**config.mk**
```make
export PLATFORM = sky130hd
export DESIGN_NAME = iob_ram_sp_be_arb
export DESIGN_NICKNAME = d
export VERILOG_FILES = /design/src/rtl/iob_ram_sp_be_arb_pkg.sv /design/src/rtl/iob_rr_arb2.sv /design/src/rtl/iob_ram_sp_be_arb.sv
export SDC_FILE = /design/constraint.sdc
export NUM_CORES = 1
export LEC_CHECK = 0
export CELL_PAD_IN_SITES_DETAIL_PLACEMENT = 0
export CELL_PAD_IN_SITES_GLOBAL_PLACEMENT = 1
export CORE_MARGIN = 2
export CORE_UTILIZATION = 13
export CTS_CLUSTER_DIAMETER = 120
export CTS_CLUSTER_SIZE = 16
export DETAILED_ROUTE_END_ITERATION = 8
export MAX_ROUTING_LAYER = met4
export PLACE_DENSITY = 0.74
export SETUP_SLACK_MARGIN = 0.3
export SKIP_CTS_REPAIR_TIMING = 1
export SYNTH_ARGS = -nofsm -noshare
export SYNTH_HDL_FRONTEND = slang
export SYNTH_HIERARCHICAL = 1
export SYNTH_SLANG_ARGS = --single-unit
```
**constraint.sdc**
```tcl
create_clock -name clk_i -period 3.19 [get_ports clk_i]
set_input_delay 0.957 -clock clk_i [delete_from_list [all_inputs] [get_ports clk_i]]
set_output_delay 0.957 -clock clk_i [all_outputs]
set_load 0.01 [all_outputs]
```
**src/rtl/iob_ram_sp_be_arb_pkg.sv**
```systemverilog
// iob_ram_sp_be_arb_pkg: shared FSM encoding and default geometry for the RAM arbiter.
package iob_ram_sp_be_arb_pkg;
  typedef enum logic {INIT = 1'b0, SERVE = 1'b1} state_t;
  localparam int DATA_W_DEF = 32;
  localparam int ADDR_W_DEF = 4;
  localparam int STRB_W = DATA_W_DEF / 8;
  localparam int DEPTH = 2 ** ADDR_W_DEF;
endpackage

```
**src/rtl/iob_rr_arb2.sv**
```systemverilog
// iob_rr_arb2: 2-way round-robin grant; the pointer remembers the last winner so ties alternate.
module iob_rr_arb2 (
  input  logic       clk,
  input  logic       rst,
  input  logic [1:0] req,
  output logic [1:0] gnt
);
  logic last;
  assign gnt[0] = req[0] & (~req[1] | last);
  assign gnt[1] = req[1] & (~req[0] | ~last);
  always_ff @(posedge clk or posedge rst)
    if (rst) last <= 1'b1;
    else if (|gnt) last <= gnt[1];
endmodule

```
**src/rtl/iob_ram_sp_be_arb.sv**
```systemverilog
// iob_ram_sp_be_arb: zero-fills a single-port byte-enable RAM after reset, then shares it between two requesters.
module iob_ram_sp_be_arb
  import iob_ram_sp_be_arb_pkg::*;
#(
  parameter int DATA_W  = 32,
  parameter int ADDR_W  = 4,
  parameter bit INIT_EN = 1'b1
) (
  input  logic                clk_i,
  input  logic                arst_i,
  output logic                init_done_o,
  input  logic                m0_valid_i,
  input  logic [ADDR_W-1:0]   m0_addr_i,
  input  logic [DATA_W-1:0]   m0_wdata_i,
  input  logic [DATA_W/8-1:0] m0_wstrb_i,
  output logic                m0_ready_o,
  output logic                m0_rvalid_o,
  output logic [DATA_W-1:0]   m0_rdata_o,
  input  logic                m1_valid_i,
  input  logic [ADDR_W-1:0]   m1_addr_i,
  input  logic [DATA_W-1:0]   m1_wdata_i,
  input  logic [DATA_W/8-1:0] m1_wstrb_i,
  output logic                m1_ready_o,
  output logic                m1_rvalid_o,
  output logic [DATA_W-1:0]   m1_rdata_o,
  output logic                ram_en_o,
  output logic [DATA_W/8-1:0] ram_we_o,
  output logic [ADDR_W-1:0]   ram_addr_o,
  output logic [DATA_W-1:0]   ram_d_o,
  input  logic [DATA_W-1:0]   ram_d_i
);
  localparam int ND = 2 ** ADDR_W;
  state_t state, state_n;
  logic [ADDR_W:0] cnt;
  logic rd0_q, rd1_q, serve, live;
  logic [1:0] gnt;
  assign serve = state == SERVE;
  // reset also blanks the RAM port and grants, so nothing reaches the RAM while arst_i is high
  assign live = serve & ~arst_i;
  iob_rr_arb2 u_arb (
    .clk(clk_i),
    .rst(arst_i),
    .req({m1_valid_i, m0_valid_i} & {2{live}}),
    .gnt(gnt)
  );
  always_comb state_n = (state == INIT && cnt == (ADDR_W + 1)'(ND - 1)) ? SERVE : state;
  always_ff @(posedge clk_i or posedge arst_i)
    if (arst_i) begin
      state <= INIT_EN ? INIT : SERVE;
      cnt   <= '0;
      rd0_q <= 1'b0;
      rd1_q <= 1'b0;
    end else begin
      state <= state_n;
      cnt   <= serve ? cnt : cnt + 1'b1;
      rd0_q <= gnt[0] & ~|m0_wstrb_i;
      rd1_q <= gnt[1] & ~|m1_wstrb_i;
    end
  assign init_done_o = serve;
  assign m0_ready_o  = gnt[0];
  assign m1_ready_o  = gnt[1];
  assign m0_rvalid_o = rd0_q;
  assign m1_rvalid_o = rd1_q;
  assign m0_rdata_o  = rd0_q ? ram_d_i : '0;
  assign m1_rdata_o  = rd1_q ? ram_d_i : '0;
  assign ram_en_o    = ~arst_i & (~serve | |gnt);
  assign ram_we_o    = arst_i ? '0 : ~serve ? '1 : gnt[1] ? m1_wstrb_i : gnt[0] ? m0_wstrb_i : '0;
  assign ram_addr_o  = arst_i ? '0 : ~serve ? cnt[ADDR_W-1:0] : gnt[1] ? m1_addr_i : gnt[0] ? m0_addr_i : '0;
  assign ram_d_o     = (arst_i | ~serve) ? '0 : gnt[1] ? m1_wdata_i : gnt[0] ? m0_wdata_i : '0;
endmodule
```
==> results of run 1 <==
-- worst paths after layout --
check | start | end | slack (ps) | cells past startpoint
max | arst_i | ram_we_o[2] | -70 | 9
min | cnt[3] | cnt[3] | 510 | 1
max reg2reg | u_arb/last | m0_rvalid_o | 1770 | 6
min reg2reg | cnt[3] | cnt[3] | 510 | 1
max in group asynchronous | arst_i | u_arb/last | 2230 | 3
min in group asynchronous | arst_i | cnt[1] | 810 | 4
-- sequential cells by signal (all words and copies together) (netlist names) --
register,flops
init_done_o,1
m0_rvalid_o,1
u_arb/last,1
m1_rvalid_o,1
cnt,5
-- per-stage QoR --
stage | TNS (ps) | util (%) | setup slack, ps | hold slack [ps]
3_5_place_dp | -35200 | 34.6 | -936 | 504
3_3_place_gp | -34090 | 34.6 | -892 | 489
6_report | -371 | 37.6 | -71.8 | 510
4_1_cts | -35500 | 35.3 | -939 | 512
5_1_grt | -1860 | 37.6 | -140 | 524
2_1_floorplan | -2320 | - | -87.2 | 460
-- cells in the mapped netlist --
master,count,share of area [%]
buf_4,2,0.89
nand4b_1,1,0.52
buf_2,13,3.9
clkbuf_1,6,1.3
inv_1,4,0.89
nor4_1,2,0.75
a311oi_2,2,1.8
and2_1,66,25
ha_1,2,1.5
mux2i_1,1,0.60
dfrtp_1,8,12
a31oi_1,4,1.5
nor2_1,6,1.3
or2_2,1,0.37
xnor2_1,3,1.6
buf_8,1,0.89
and3_1,3,1.1
a21boi_0,1,0.45
buf_6,4,2.7
nand3b_1,40,18
a311oi_1,2,1.0
dfstp_2,1,1.6
mux2_2,1,0.67
a21boi_1,1,0.45
a21oi_1,34,10
nand2_1,40,8.9
nand2b_1,2,0.75
-- final cells by class --
class                           instances  area share (%)
Clock buffer                            4            1.66
Sequential cell                         9            4.78
Timing Repair Buffer                  257            56.9
Multi-Input combinational cell        212            31.7
Tap cell                              172            4.54
Inverter                                4           0.396
-- layer usage --
layer	global-route usage (%)	part of all wire, %	vias to the layer above	wire, um
met5	-	0	-	0
met1	12.8	40	1220	3860
li1	-	-	1308	-
met3	2.86	7.1	6	695
met4	1.88	0.82	0	80
met2	23.3	52	145	5090
-- power breakdown --
part	switching (mW)	total [mW]	internal, mW
Sequential	0.00378	0.123	0.119
Combinational	0.151	0.401	0.250
Clock	0.0512	0.218	0.167
-- kinds of logic after synthesis --
logic type	after synthesis
xor+xnor	3
simple gates	161
buf+inv	30
fa+ha+maj	2
compound gates	44
mux	2
flops	9
==> qor.csv, run 1 <==
stage;metric;value;unit
clock_network;cts_tree;yes;
power;p_per_area;157;mW/mm^2
yosys;synth.distinct_cells;27;
yosys;synth_xor_area_share;1.56;%
timing;worst_pin_slew;288;ps
die;initial_utilization;13.3;%
yosys;synth_fp_nets;369;
timing;finClkSkew;1.79;ps
worst_setup_path;cp_data_required_time;2230;ps
worst_setup_path;crit_top_cell;buf_8;
timing;fin_crit;3260;ps
drt;final_antenna_net_count;0;
yosys;syn_area_per_cell;6.69;um^2
hold_path;hold_path_class;flop to flop;
drt;wl_per_cell;14.8;um
grt;grt_pass1_vias;2608;
timing;rsz0062_at_grt;yes;
die;die_x;118;um
yosys;yosysWarnings;6;
cells_and_area;stdcell_area;0.00474;mm^2
cells_and_area;antenna_cells;0;
placed_design;place_area;0.00437;mm^2
cells_and_area;layout.cells.non_filler;658;
die;num_rows;41;
worst_setup_path;path_max_fanout;9;
run_status;violations;negative setup slack;
die;die_h;118;um
placed_design;hpwl;7490;um
clock_network;clk_path_buf_depth;2;
die;ios;226;
yosys;synthMuxAreaShare;1.27;%
cells_and_area;final_common_cell;clkdlybuf4s50_1;
grt;grt_usage;12.1;%
worst_setup_path;path_class;primary input to output pin;
worst_setup_path;crit_arrival;2300;ps
drt;routed_wirelength;9730;um
cells_and_area;n_fill_cell;1302;
timing;fin_ws;-71.8;ps
timing;drv_slew;0;
cells_and_area;drive_gt1_share;27.2;%
die;die_area;0.0138;mm^2
yosys;synth_top_family_by_area;simple AND/OR/NAND/NOR gates;
drt;viasPerCell;4.07;
grt;grt.overflow.total;0;
worst_setup_path;crit_chain;buf_8 -> clkinvlp_4 -> and3_4 -> a21boi_4 -> buf_12 -> buf_8 -> nand3b_1 -> a31oi_2 -> buf_2;
grt;grt_max_degree;41;
clock_network;numClockSinks;9;
yosys;ys_seq_area_share;13.5;%
clock_network;clkLatencyLatePin;230;ps
worst_setup_path;path_buf_inv;5;
yosys;synth-simple-area-share;56.3;%
drt;vias;2679;
placed_design;port_buffers;225;
worst_setup_path;critPathMaxStageDelay;220;ps
power;p_leak;3.06;nW
yosys;synth_compound_area_share;15.4;%
yosys;synth_seq_cells;9;
worst_setup_path;cp_slowest_cell;a21boi_4;
worst_setup_path;crit_path_start_kind;primary input;
grt;antenna_found_initial;0;
cells_and_area;final_cell_mix;115 x clkdlybuf4s50_1, 72 x dlymetal6s2s_1, 66 x and2_1;
yosys;syn_area;0.00168;mm^2
worst_setup_path;cpLargestDelayFamily;buffers and inverters;
run_status;status;finished, violations left;
timing;setup_viol;10;
clock_network;cts-root-buf;clkbuf_16;
yosys;postSynthCellCount;251;
power;ir_drop;0.160;mV
worst_setup_path;critPathCaptureType;output pin;
clock_network;cts_made_buffers;3;
cells_and_area;nets;605;
drt;first_pass_iters;4;
cells_and_area;multiInputGateArea;0.00150;mm^2
job;drv_cap;0;
timing;hold_viol;0;
timing;max_freq;0.307;GHz
placed_design;gp_congestion;0.737;
power;finalPower;0.742;mW
cells_and_area;area_growth;182;%
drt;drc;0;
cells_and_area;regArea;226;um^2
drt;drt_first_iter_violations;103;
timing;fin_crit_sh;102;%
die;core;0.0126;mm^2
timing;slew_headroom;80.8;%
clock_network;clkTransAtPathRegs;40;ps
yosys;synth_fa_ha_area_share;1.49;%
placed_design;dpl.cell_count;639;
clock_network;htreeDepth;1;
grt;grt_pass1_wl;13300;um
Power figures use the tool's default switching activity.
==> inputs of run 2 (changes only) <==
Settings changed: ABC_AREA set to 1.
==> run 2 against run 1 <==
Net effect: the flow still finishes with violations (negative setup slack); non-clock buffer count shrank 1; power increased by 10%; combinational power rose by 17%; fmax rose by 2.2%; area after synthesis grew 7.2%; clock power grew 3%; die area grew 7.0%; via count rose by 12%; clock skew up 2.6 ps; first-iteration DRC count shrank 29%; final cell count grew 15%; largest power group unchanged.
==> qor.csv, run 2 <==
stage;metric;value;unit;change
die;die_area;0.0148;mm^2;+7.0%
clock_network;htreeDepth;1;;unchanged
yosys;syn_area_per_cell;5.28;um^2;-21%
cells_and_area;utilization;35.8;%;-1.8 points
power;finalPower;0.819;mW;+10%
timing;setup_viol;2;;-8
clock_network;clkTransAtPathRegs;40;ps;about the same
grt;grt_usage;11.1;%;-1.0 points
timing;worst_pin_slew;542;ps;+254 ps
yosys;synth_top_cell_by_area;nand2_1;;
placed_design;gp_congestion;0.839;;+14%
yosys;ys_seq_area_share;12.6;%;-0.91 points
power;intPower;0.555;mW;+3.5%
run_status;status;finished, violations left;;
worst_setup_path;crit_path_start_kind;primary input;;
yosys;synth_edf_count;0;;unchanged
clock_network;numClockSinks;9;;unchanged
yosys;synth_area_leaders;nand2_1 24%, inv_1 16%, a21oi_2 14%;;
cells_and_area;area_growth;172;%;
timing;fin_crit;3190;ps;-70.8 ps
yosys;yosysMostFrequentCell;nand2_1;;
worst_setup_path;r2r_start;init_done_o;;
job;drv_cap;0;;unchanged
clock_network;clkLatencyLatePin;240;ps;about the same
worst_setup_path;critPathCapture;ram_d_o[15];;
grt;grt_max_degree;34;;-17%
worst_setup_path;critPathCaptureType;output pin;;
timing;hold_viol;0;;unchanged
yosys;yosysWarnings;6;;unchanged
grt;grt_pass1_vias;2659;;+2.0%
worst_setup_path;r2r_cells;8;;+2
cells_and_area;final_common_cell;clkdlybuf4s50_1;;
power;ir_drop;0.154;mV;-3.7%
yosys;yosysTopAreaCellShare;24.4;%;-0.20 points
hold_path;hold_path_class;flop to flop;;
yosys;synth.distinct_cells;19;;-30%
drt;drc;0;;unchanged
placed_design;port_buffers;225;;unchanged
cells_and_area;largest_reg_flops;5;;unchanged
drt;drt_first_iter_violations;73;;-29%
worst_setup_path;rr_endpoint;m1_rvalid_o;;
worst_setup_path;cp_data_required_time;2230;ps;about the same
power;net-switching-power;0.264;mW;+28%
worst_setup_path;crit_arrival;2230;ps;-70 ps
cells_and_area;antenna_cells;0;;unchanged
yosys;synth_seq_cells;9;;unchanged
clock_network;cts_made_buffers;3;;unchanged
clock_network;clk_path_buf_depth;2;;unchanged
die;num_rows;43;;+4.9%
clock_network;cts_tree;yes;;
yosys;postSynthCellCount;341;;+36%
timing;fin_ws;-0.950;ps;+70.8 ps
grt;grt_pass1_wl;13000;um;-2.9%
drt;vias;2993;;+12%
timing;max_freq;0.313;GHz;+2.2%
drt;routed_wirelength;9680;um;-0.50%
yosys;async_reset_ff_share;100;%;unchanged
placed_design;hpwl;7400;um;-1.2%
yosys;synth_fp_nets;459;;+24%
yosys;syn_area;0.00180;mm^2;+7.2%
die;initial_utilization;13.1;%;-0.18 points
die;core;0.0137;mm^2;+8.7%
timing;slew_headroom;63.9;%;-17 points
power;p_leak;3.57;nW;+17%
drt;first_pass_iters;4;;unchanged
drt;wl_per_cell;12.8;um;-13%
timing;drv_slew;0;;unchanged
timing;holdWs;486;ps;-24.1 ps
power;pwr-share-clk;27.4;%;-2.0 points
power;seq_power_share;15.2;%;-1.4 points
run_status;violations;negative setup slack;;
grt;grt.overflow.total;0;;unchanged
worst_setup_path;path_class;primary input to output pin;;
yosys;synth_ff_type;dfrtp_1;;
worst_setup_path;reg2reg_slack;1740;ps;-30 ps
cells_and_area;final_cell_mix;115 x clkdlybuf4s50_1, 112 x nand2_1, 73 x inv_1;;
die;die_x;122;um;+3.4%
power;switching_share;32.2;%;+4.5 points
cells_and_area;largest_register;cnt;;
die;ios;226;;unchanged
power;p_per_area;167;mW/mm^2;+6.6%
worst_setup_path;cp-startpoint;arst_i;;
timing;finClkSkew;4.38;ps;+2.59 ps
yosys;synthTopCellsByCount;117 x nand2_1, 76 x inv_1, 41 x nand3_1, 28 x a21oi_2, 20 x a21oi_1;;
worst_setup_path;path_max_fanout;8;;-1
clock_network;cts-root-buf;clkbuf_16;;
die;die_h;122;um;+3.4%
cells_and_area;drive_gt1_share;29.5;%;+2.4 points
grt;antenna_found_initial;0;;unchanged
cells_and_area;nets;695;;+15%
drt;viasPerCell;3.96;;-2.8%
drt;final_antenna_net_count;0;;unchanged
timing;rsz0062_at_grt;yes;;
timing;fin_crit_sh;100;%;-2.2 points
power;combPwrFrac;57.4;%;+3.4 points
## run 2: changes by cell type after synthesis, moves of 6 or more
cell,previous run,this run
clkbuf_1,6,0
inv_1,4,76
nand3b_1,40,0
and2_1,66,0
a21oi_1,34,20
a21oi_2,0,28
nand3_1,0,41
nand2_1,40,117
## run 2: area by class of cell
type | count | area [um^2]
fillers | 1442 | 8810
repair buffers | 256 | 2660
multi-input cells | 228 | 1410
inverters | 79 | 314
flip-flops and latches | 9 | 226
well taps | 180 | 225
clock buffers | 3 | 75.1
clock inverters | 1 | 5.00
## run 2: kinds of logic (layout without fill, tap and decap cells)
family	after synthesis	in the layout	share of synthesized area (%)
AO/OA/AOI/OAI	52	52	20.3
flip-flops	9	9	12.6
XOR/XNOR	1	1	0.487
AND/OR/NAND/NOR	173	173	39.8
adder cells (fa/ha/maj)	2	2	1.39
buffers and inverters	104	339	25.5
## run 2: per-stage QoR
step,setup slack (ps),setup TNS [ps],area (um^2),instances
2_1_floorplan,125,0,1980,341
3_3_place_gp,-854,-34380,4460,743
3_5_place_dp,-893,-35240,4460,743
4_1_cts,-897,-35450,4540,747
5_1_grt,-86.6,-2150,4910,756
6_report,-0.950,-0.957,4910,756
## run 2: worst min-delay path by stage
| stage | from | to | slack [ps] | cells after the start |
|---|---|---|---|---|
| after floorplan | cnt[4] | cnt[4] | 450 | 2 |
| after global placement | cnt[4] | cnt[4] | 470 | 2 |
| after detailed placement | cnt[4] | cnt[4] | 480 | 2 |
| after CTS | cnt[4] | cnt[4] | 490 | 2 |
| after global routing | cnt[3] | cnt[3] | 540 | 2 |
| final | cnt[4] | cnt[4] | 490 | 2 |
## run 2: power by group through the flow
stage	sequential (mW)	combinational [mW]	clock, mW
after CTS	0.123	0.428	0.232
final	0.125	0.470	0.225
after detailed placement	0.125	0.426	0
after floorplan	0.124	0.169	0
after global placement	0.125	0.423	0
after global routing	0.125	0.505	0.240
## run 2: metal layers
layer | vias up | global-route usage, % | part of all wire, %
met1 | 1345 | 12.1 | 38
met5 | - | - | 0
li1 | 1497 | - | -
met3 | 8 | 2.81 | 9.9
met2 | 143 | 20.7 | 52
met4 | 0 | 1.94 | 0.88
## run 2: critical path: stages
cell	delay, ps
buf_6	100
nor2_4	120
inv_4	60
nor2_4	170
a21oi_4	80
buf_12	150
inv_12	80
clkbuf_16	160
nand3_2	70
a21oi_2	130
buf_2	150
